===== src/rtl/orb_pkg.sv =====
// Shared definitions for the orbital-stream reader: word layout, FSM encoding and word formatting.
package orb_pkg;

  localparam int WORD_W     = 12;
  localparam int MARKER_BIT = 0;
  localparam int PARITY_BIT = 11;

  localparam logic [1:0] ST_IDLE  = 2'd0;
  localparam logic [1:0] ST_FETCH = 2'd1;
  localparam logic [1:0] ST_LOAD  = 2'd2;
  localparam logic [1:0] ST_SHIFT = 2'd3;

  typedef enum logic [1:0] {
    S_IDLE  = ST_IDLE,
    S_FETCH = ST_FETCH,
    S_LOAD  = ST_LOAD,
    S_SHIFT = ST_SHIFT
  } orb_state_e;

  // Parity covers the data field plus the parity bit itself; the frame marker is left out
  // so that marking word 0 never changes the parity of the payload.
  function automatic logic [WORD_W-1:0] orb_fmt(input logic [WORD_W-1:0] data,
                                                input logic              first);
    logic [WORD_W-1:0] r;
    r             = data;
    r[MARKER_BIT] = first;
    r[PARITY_BIT] = ~(^r[PARITY_BIT-1:MARKER_BIT+1]);
    return r;
  endfunction

endpackage


===== src/rtl/orb_bit_timer.sv =====
// Serial bit timer: divides clk by BIT_DIV, flags the first and last clk of every bit.
module orb_bit_timer #(
  parameter int BIT_DIV = 50
) (
  input  logic clk,
  input  logic rst,
  input  logic clr_i,
  output logic stb_o,
  output logic wrap_o
);

  localparam int               CNT_W = $clog2(BIT_DIV);
  localparam logic [CNT_W-1:0] LAST  = CNT_W'(BIT_DIV - 1);

  logic [CNT_W-1:0] divCnt_q, divCnt_d;

  always_comb begin
    divCnt_d = divCnt_q + 1'b1;
    if (clr_i || divCnt_q == LAST) divCnt_d = '0;
  end

  always_ff @(posedge clk or negedge rst) begin
    if (!rst) divCnt_q <= '0;
    else      divCnt_q <= divCnt_d;
  end

  assign stb_o  = ~clr_i & (divCnt_q == '0);
  assign wrap_o = ~clr_i & (divCnt_q == LAST);

endmodule


===== src/rtl/orb_frame_reader.sv =====
// Orbital-stream reader: drains one ping-pong bank as MSB-first serial words while the packer
// fills the other bank, selected through sw_out.
module orb_frame_reader #(
  parameter int ADDR_W      = 11,
  parameter int WORD_W      = 12,
  parameter int FRAME_WORDS = 1024,
  parameter int BIT_DIV     = 50
) (
  input  logic              clk,
  input  logic              rst,
  input  logic              en,
  input  logic [WORD_W-1:0] rdData,
  output logic [ADDR_W-1:0] rdAddr,
  output logic              rdEn,
  output logic              sw_out,
  output logic              serOut,
  output logic              bitStb,
  output logic              frameStart,
  output logic              busy
);
  import orb_pkg::*;

  localparam int               IDX_W    = ADDR_W - 1;
  localparam int               BC_W     = $clog2(WORD_W);
  localparam logic [IDX_W-1:0] LAST_IDX = IDX_W'(FRAME_WORDS - 1);
  localparam logic [BC_W-1:0]  TOP_BIT  = BC_W'(WORD_W - 1);

  orb_state_e        state_q, state_d;
  logic [IDX_W-1:0]  idx_q, idx_d;
  logic              bank_q, bank_d;
  logic              rdBank_q, rdBank_d;
  logic              first_q, first_d;
  logic [BC_W-1:0]   bitCnt_q, bitCnt_d;
  logic              pend_q, pend_d;
  logic              cap_q, cap_d;
  logic [WORD_W-1:0] shreg_q, shreg_d;
  logic [WORD_W-1:0] nextWord_q, nextWord_d;
  logic              fetch;
  logic              stb, wrap;

  orb_bit_timer #(
    .BIT_DIV (BIT_DIV)
  ) u_timer (
    .clk    (clk),
    .rst    (rst),
    .clr_i  (state_q != S_SHIFT),
    .stb_o  (stb),
    .wrap_o (wrap)
  );

  // idx_q/bank_q always point at the next word to fetch; rdBank_q is the bank last fetched.
  always_comb begin
    state_d    = state_q;
    idx_d      = idx_q;
    bank_d     = bank_q;
    rdBank_d   = rdBank_q;
    first_d    = first_q;
    bitCnt_d   = bitCnt_q;
    pend_d     = pend_q;
    cap_d      = 1'b0;
    shreg_d    = shreg_q;
    nextWord_d = nextWord_q;
    fetch      = 1'b0;

    if (cap_q) nextWord_d = orb_fmt(rdData, first_q);

    case (state_q)
      S_IDLE: begin
        if (en) state_d = S_FETCH;
      end
      S_FETCH: begin
        fetch   = 1'b1;
        state_d = S_LOAD;
      end
      S_LOAD: begin
        shreg_d  = orb_fmt(rdData, first_q);
        bitCnt_d = TOP_BIT;
        pend_d   = 1'b0;
        state_d  = S_SHIFT;
      end
      S_SHIFT: begin
        // en only matters at the start of the last bit, where the prefetch decision is made
        if (stb && bitCnt_q == '0 && en) begin
          fetch  = 1'b1;
          pend_d = 1'b1;
          cap_d  = 1'b1;
        end
        if (wrap) begin
          if (bitCnt_q != '0) begin
            shreg_d  = {shreg_q[WORD_W-2:0], 1'b0};
            bitCnt_d = bitCnt_q - 1'b1;
          end else if (pend_q) begin
            shreg_d  = nextWord_q;
            bitCnt_d = TOP_BIT;
            pend_d   = 1'b0;
          end else begin
            state_d  = S_IDLE;
          end
        end
      end
      default: state_d = S_IDLE;
    endcase

    if (fetch) begin
      first_d  = (idx_q == '0);
      rdBank_d = bank_q;
      if (idx_q == LAST_IDX) begin
        idx_d  = '0;
        bank_d = ~bank_q;
      end else begin
        idx_d  = idx_q + 1'b1;
      end
    end
  end

  always_ff @(posedge clk or negedge rst) begin
    if (!rst) begin
      state_q  <= S_IDLE;
      idx_q    <= '0;
      bank_q   <= 1'b0;
      rdBank_q <= 1'b0;
      first_q  <= 1'b0;
      bitCnt_q <= '0;
      pend_q   <= 1'b0;
      cap_q    <= 1'b0;
    end else begin
      state_q  <= state_d;
      idx_q    <= idx_d;
      bank_q   <= bank_d;
      rdBank_q <= rdBank_d;
      first_q  <= first_d;
      bitCnt_q <= bitCnt_d;
      pend_q   <= pend_d;
      cap_q    <= cap_d;
    end
  end

  // Word registers carry no reset: every output that reads them is qualified by state.
  always_ff @(posedge clk) begin
    shreg_q    <= shreg_d;
    nextWord_q <= nextWord_d;
  end

  // sw_out flips in the same clk as the rdEn that first reads the other bank.
  assign rdEn       = fetch;
  assign rdAddr     = {bank_q, idx_q};
  assign sw_out     = ~rdBank_d;
  assign serOut     = (state_q == S_SHIFT) & shreg_q[WORD_W-1];
  assign bitStb     = stb;
  assign frameStart = stb & (bitCnt_q == TOP_BIT) & shreg_q[MARKER_BIT];
  assign busy       = (state_q != S_IDLE);

endmodule


===== config.mk =====
export PLATFORM = sky130hd
export DESIGN_NAME = orb_frame_reader
export DESIGN_NICKNAME = d
export VERILOG_FILES = /design/src/rtl/orb_pkg.sv /design/src/rtl/orb_bit_timer.sv /design/src/rtl/orb_frame_reader.sv
export SDC_FILE = /design/constraint.sdc
export NUM_CORES = 1
export LEC_CHECK = 0
export BUFFER_PORTS_ARGS = -buffer_cell sky130_fd_sc_hd__buf_2
export CORE_MARGIN = 1.5
export CORE_UTILIZATION = 62
export CTS_CLUSTER_DIAMETER = 50
export DETAILED_ROUTE_END_ITERATION = 6
export PLACE_DENSITY = 0.85
export SLEW_MARGIN = 20
export SYNTH_ARGS = -nofsm -noshare
export SYNTH_HDL_FRONTEND = slang
export SYNTH_SLANG_ARGS = --single-unit
export TNS_END_PERCENT = 50

===== constraint.sdc =====
create_clock -name clk -period 5.5 [get_ports clk]
set_clock_uncertainty 0.05 [all_clocks]
set_input_delay 0.275 -clock clk [delete_from_list [all_inputs] [get_ports clk]]
set_output_delay 0.275 -clock clk [all_outputs]
set_load 0.02 [all_outputs]

==> results.yml <==
status:
  outcome: "completed"
cts:
  cts_buffers: 5
  cts_tree: "built"
  cts_sinks: 51
  cts.path.max_buffers: 2
  clkLatencyLatePin_ns: 0.31
  htree_levels: 2
  cts_resized: 0
  clk_pin_slew_ns: 0.10
  cts_root_buf: "clkbuf_8"
power_and_ir_drop:
  seqPwrFrac_pct: 58.3
  swShare_pct: 19.90
  p_int_uw: 548.0
  p_leak_uw: 0.001296
  switchingPower_uw: 136.2
  ir_drop_mv: 0.1535
  clkPwrFrac_pct: 37.7
  power_density_nw_per_um2: 234.0
  combPwrFrac_pct: 4.1
logic_synthesis:
  synthTopCellsByArea: "edfxtp_1, dfrtp_1, ha_1"
  synth.avg_cell_area_sq_um: 10.79
  synth_ff_type: "dfrtp_1"
  seq_area_frac_synth_pct: 52.84
  synth_edf_count: 24
  yosysUniqueCellTypes: 46
  yosysWarnings: 0
  async_reset_ff_share_pct: 52.94
  netlist_instances: 245
  synth_top_area_cell: "edfxtp_1"
  synth.net_count: 273
  synth-seq-cells: 51
  synth_top_area_share_pct: 27.27
  syn_area_sq_um: 2643
global_route:
  grt_antenna_before_repair: 0
  track_usage_pct: 22.75
  grt_max_degree: 37
  grt_pass1_wl_mm: 7.803
  grt_pass1_vias: 1703
  grt_overflow_total: 0
layout:
  fill_cells: 305
  n_antenna_cell: 0
  seq_area_sq_um: 1396
  fin_nets: 300
  multi_input_area_sq_um: 1129
  post-route-cell-area_sq_um: 2924
  mostFrequentLayoutCells: "nand2_1, buf_2, dfrtp_1"
  syn_to_final_growth_pct: 10.65
  final_common_cell: "nand2_1"
  drive_gt1_share_pct: 18.32
timing:
  fin_setup_tns_ns: 0
  setup_viol: 0
  finalMaxSlewViolations: 0
  slew_headroom_pct: 31.56
  period_needed_ns: 2.958
  rsz0062_at_grt: "no"
  fin_crit_sh_pct: 53.78
  hold_viol_final: 0
  fmax_ghz: 0.3381
  tightestPinTransition_ns: 1.020
routing:
  drt-pass1-iter-count: 4
  ant_nets: 0
  drc: 0
  drt-wirelength-per-cell_microns: 14.96
  dr_total_vias: 1862
  vias_per_cell: 5.765
  drt-initial-drc-count: 152
  totalWireLength_mm: 4.831
placement:
  hpwlAfterDp_mm: 3.374
  place_area_sq_um: 2804
  place.gp.congestion: 0.7929
  portBuffers: 29
floorplanning:
  initial_core_util_pct: 65.12
  ios: 32
  die_area_sq_um: 4663
  core_area_sq_um: 4058
  die_w_microns: 68.29
  row_count: 23
  fp.dieH_microns: 68.29
worst_setup_path:
  path_class: "reg -> out"
  end_kind: "output port"
  crit_slowest_cell: "nor3b_4"
  start_kind: "register"
  cp.arrival_ns: 2.63
  crit_path_cell_trace: "inv_1 > ha_1 > nor3b_4 > a41oi_4 > inv_2 > nand2_1 > and2_1 > buf_2"
  cp_slowest_stage_delay_ns: 0.66
  cp_max_fo: 17
  cp.required_ns: 5.18
flow_run:
  maxCapViolations: 0
hold_path:
  min_path_type: "in -> reg"
[synthesized netlist by cell type (all sizes together) (2+ instances only)]
library cell and number:
a21oi 5, a22o 2, a31oi 13, a41oi 3
and2 4, and3 2, and4 3, buf 3
clkbuf 8, dfrtp 27, edfxtp 24, ha 13
inv 17, mux2 2, nand2 32, nand3 11
nand4 2, nor2 26, nor3 8, nor4 2
o21ai 6, o31ai 2, xnor2 10, xor2 6
[timing repair]
item                                   in CTS  in global routing
endpoints found under the hold margin      27                  0
hold buffers                                1                  0
buffers inserted                            0                  0
[per-layer routing]
| metal | part of all wire (%) | up-vias | track usage, % |
|---|---|---|---|
| met5 | 0 | - | 0 |
| met3 | 4.8 | 11 | 5.428 |
| met2 | 48 | 49 | 36.77 |
| met4 | 2.0 | 0 | 7.750 |
| met1 | 45 | 893 | 30.12 |
| li1 | - | 909 | - |
[through the flow]
| step | hold WS, ns | utilization, % | power (uW) | worst slack, ns | instances |
|---|---|---|---|---|---|
| after floorplan | -0.07059 | - | 421.1 | 3.506 | 245 |
| after global placement | 0.2642 | 69.10 | 433.9 | 2.907 | 314 |
| after detailed placement | 0.2658 | 69.10 | 434.8 | 2.862 | 314 |
| after CTS | 0.1261 | 72.06 | 686.9 | 2.533 | 323 |
| after global routing | 0.1247 | 72.06 | 707.2 | 2.321 | 323 |
| final | 0.1229 | 72.06 | 684.1 | 2.542 | 323 |
[critical path: cells and delay by family, from the launching register on]
kind,cells,cell delay (ns)
buf+inv,3,0.45
fa+ha+maj,1,0.16
flops,1,0.43
compound gates,1,0.41
simple gates,3,0.89
[path summary, 6_finish.rpt]
path | startpoint | to | slack [ns] | cells after the start
max | bitCnt_q[0] | sw_out | 2.54 | 8
min | rdData[9] | nextWord_q[9] | 0.12 | 1
max reg2reg | u_timer.divCnt_q[1] | shreg_q[2] | 2.87 | 5
min reg2reg | register | register | 0.42 | 2
max in group asynchronous | rst | u_timer.divCnt_q[5] | 4.54 | 2
min in group asynchronous | rst | idx_q[6] | 0.45 | 2
[cells by family after synthesis]
kind of cell	Yosys count	synth area share [%]
and+or+nand+nor	96	17.76
DFF	51	52.84
AOI/OAI and AO/OA	37	11.27
buffers and inverters	28	4.451
xor gates and xnor gates	17	6.155
adders and majority gates	13	6.155
muxes	3	1.373
[flip-flops by register name, summed over array words and instances (netlist names), named ones only]
name and count:
bitCnt_q 4, idx_q 10, u_timer.divCnt_q 6, first_q 1, pend_q 1, bank_q 1
nextWord_q 12, shreg_q 12, cap_q 1, state_q 2
[power by group through the flow]
| stage | sequential [uW] | combinational [uW] | clock [uW] |
|---|---|---|---|
| after detailed placement | 407 | 28.1 | 0 |
| after global placement | 407 | 27.2 | 0 |
| after floorplan | 407 | 14.2 | 0 |
| final | 399 | 27.8 | 258 |
| after CTS | 399 | 28.7 | 260 |
| after global routing | 399 | 30.8 | 278 |
[layout make-up]
class,instances,share of cell area [%]
Multi-Input combinational cell,166,38.60
Sequential cell,51,47.75
Clock buffer,6,2.482
Timing Repair Buffer,31,5.563
Inverter,17,2.182
Tap cell,50,2.139
Clock inverter,2,1.284
Power figures use the tool's default switching activity.
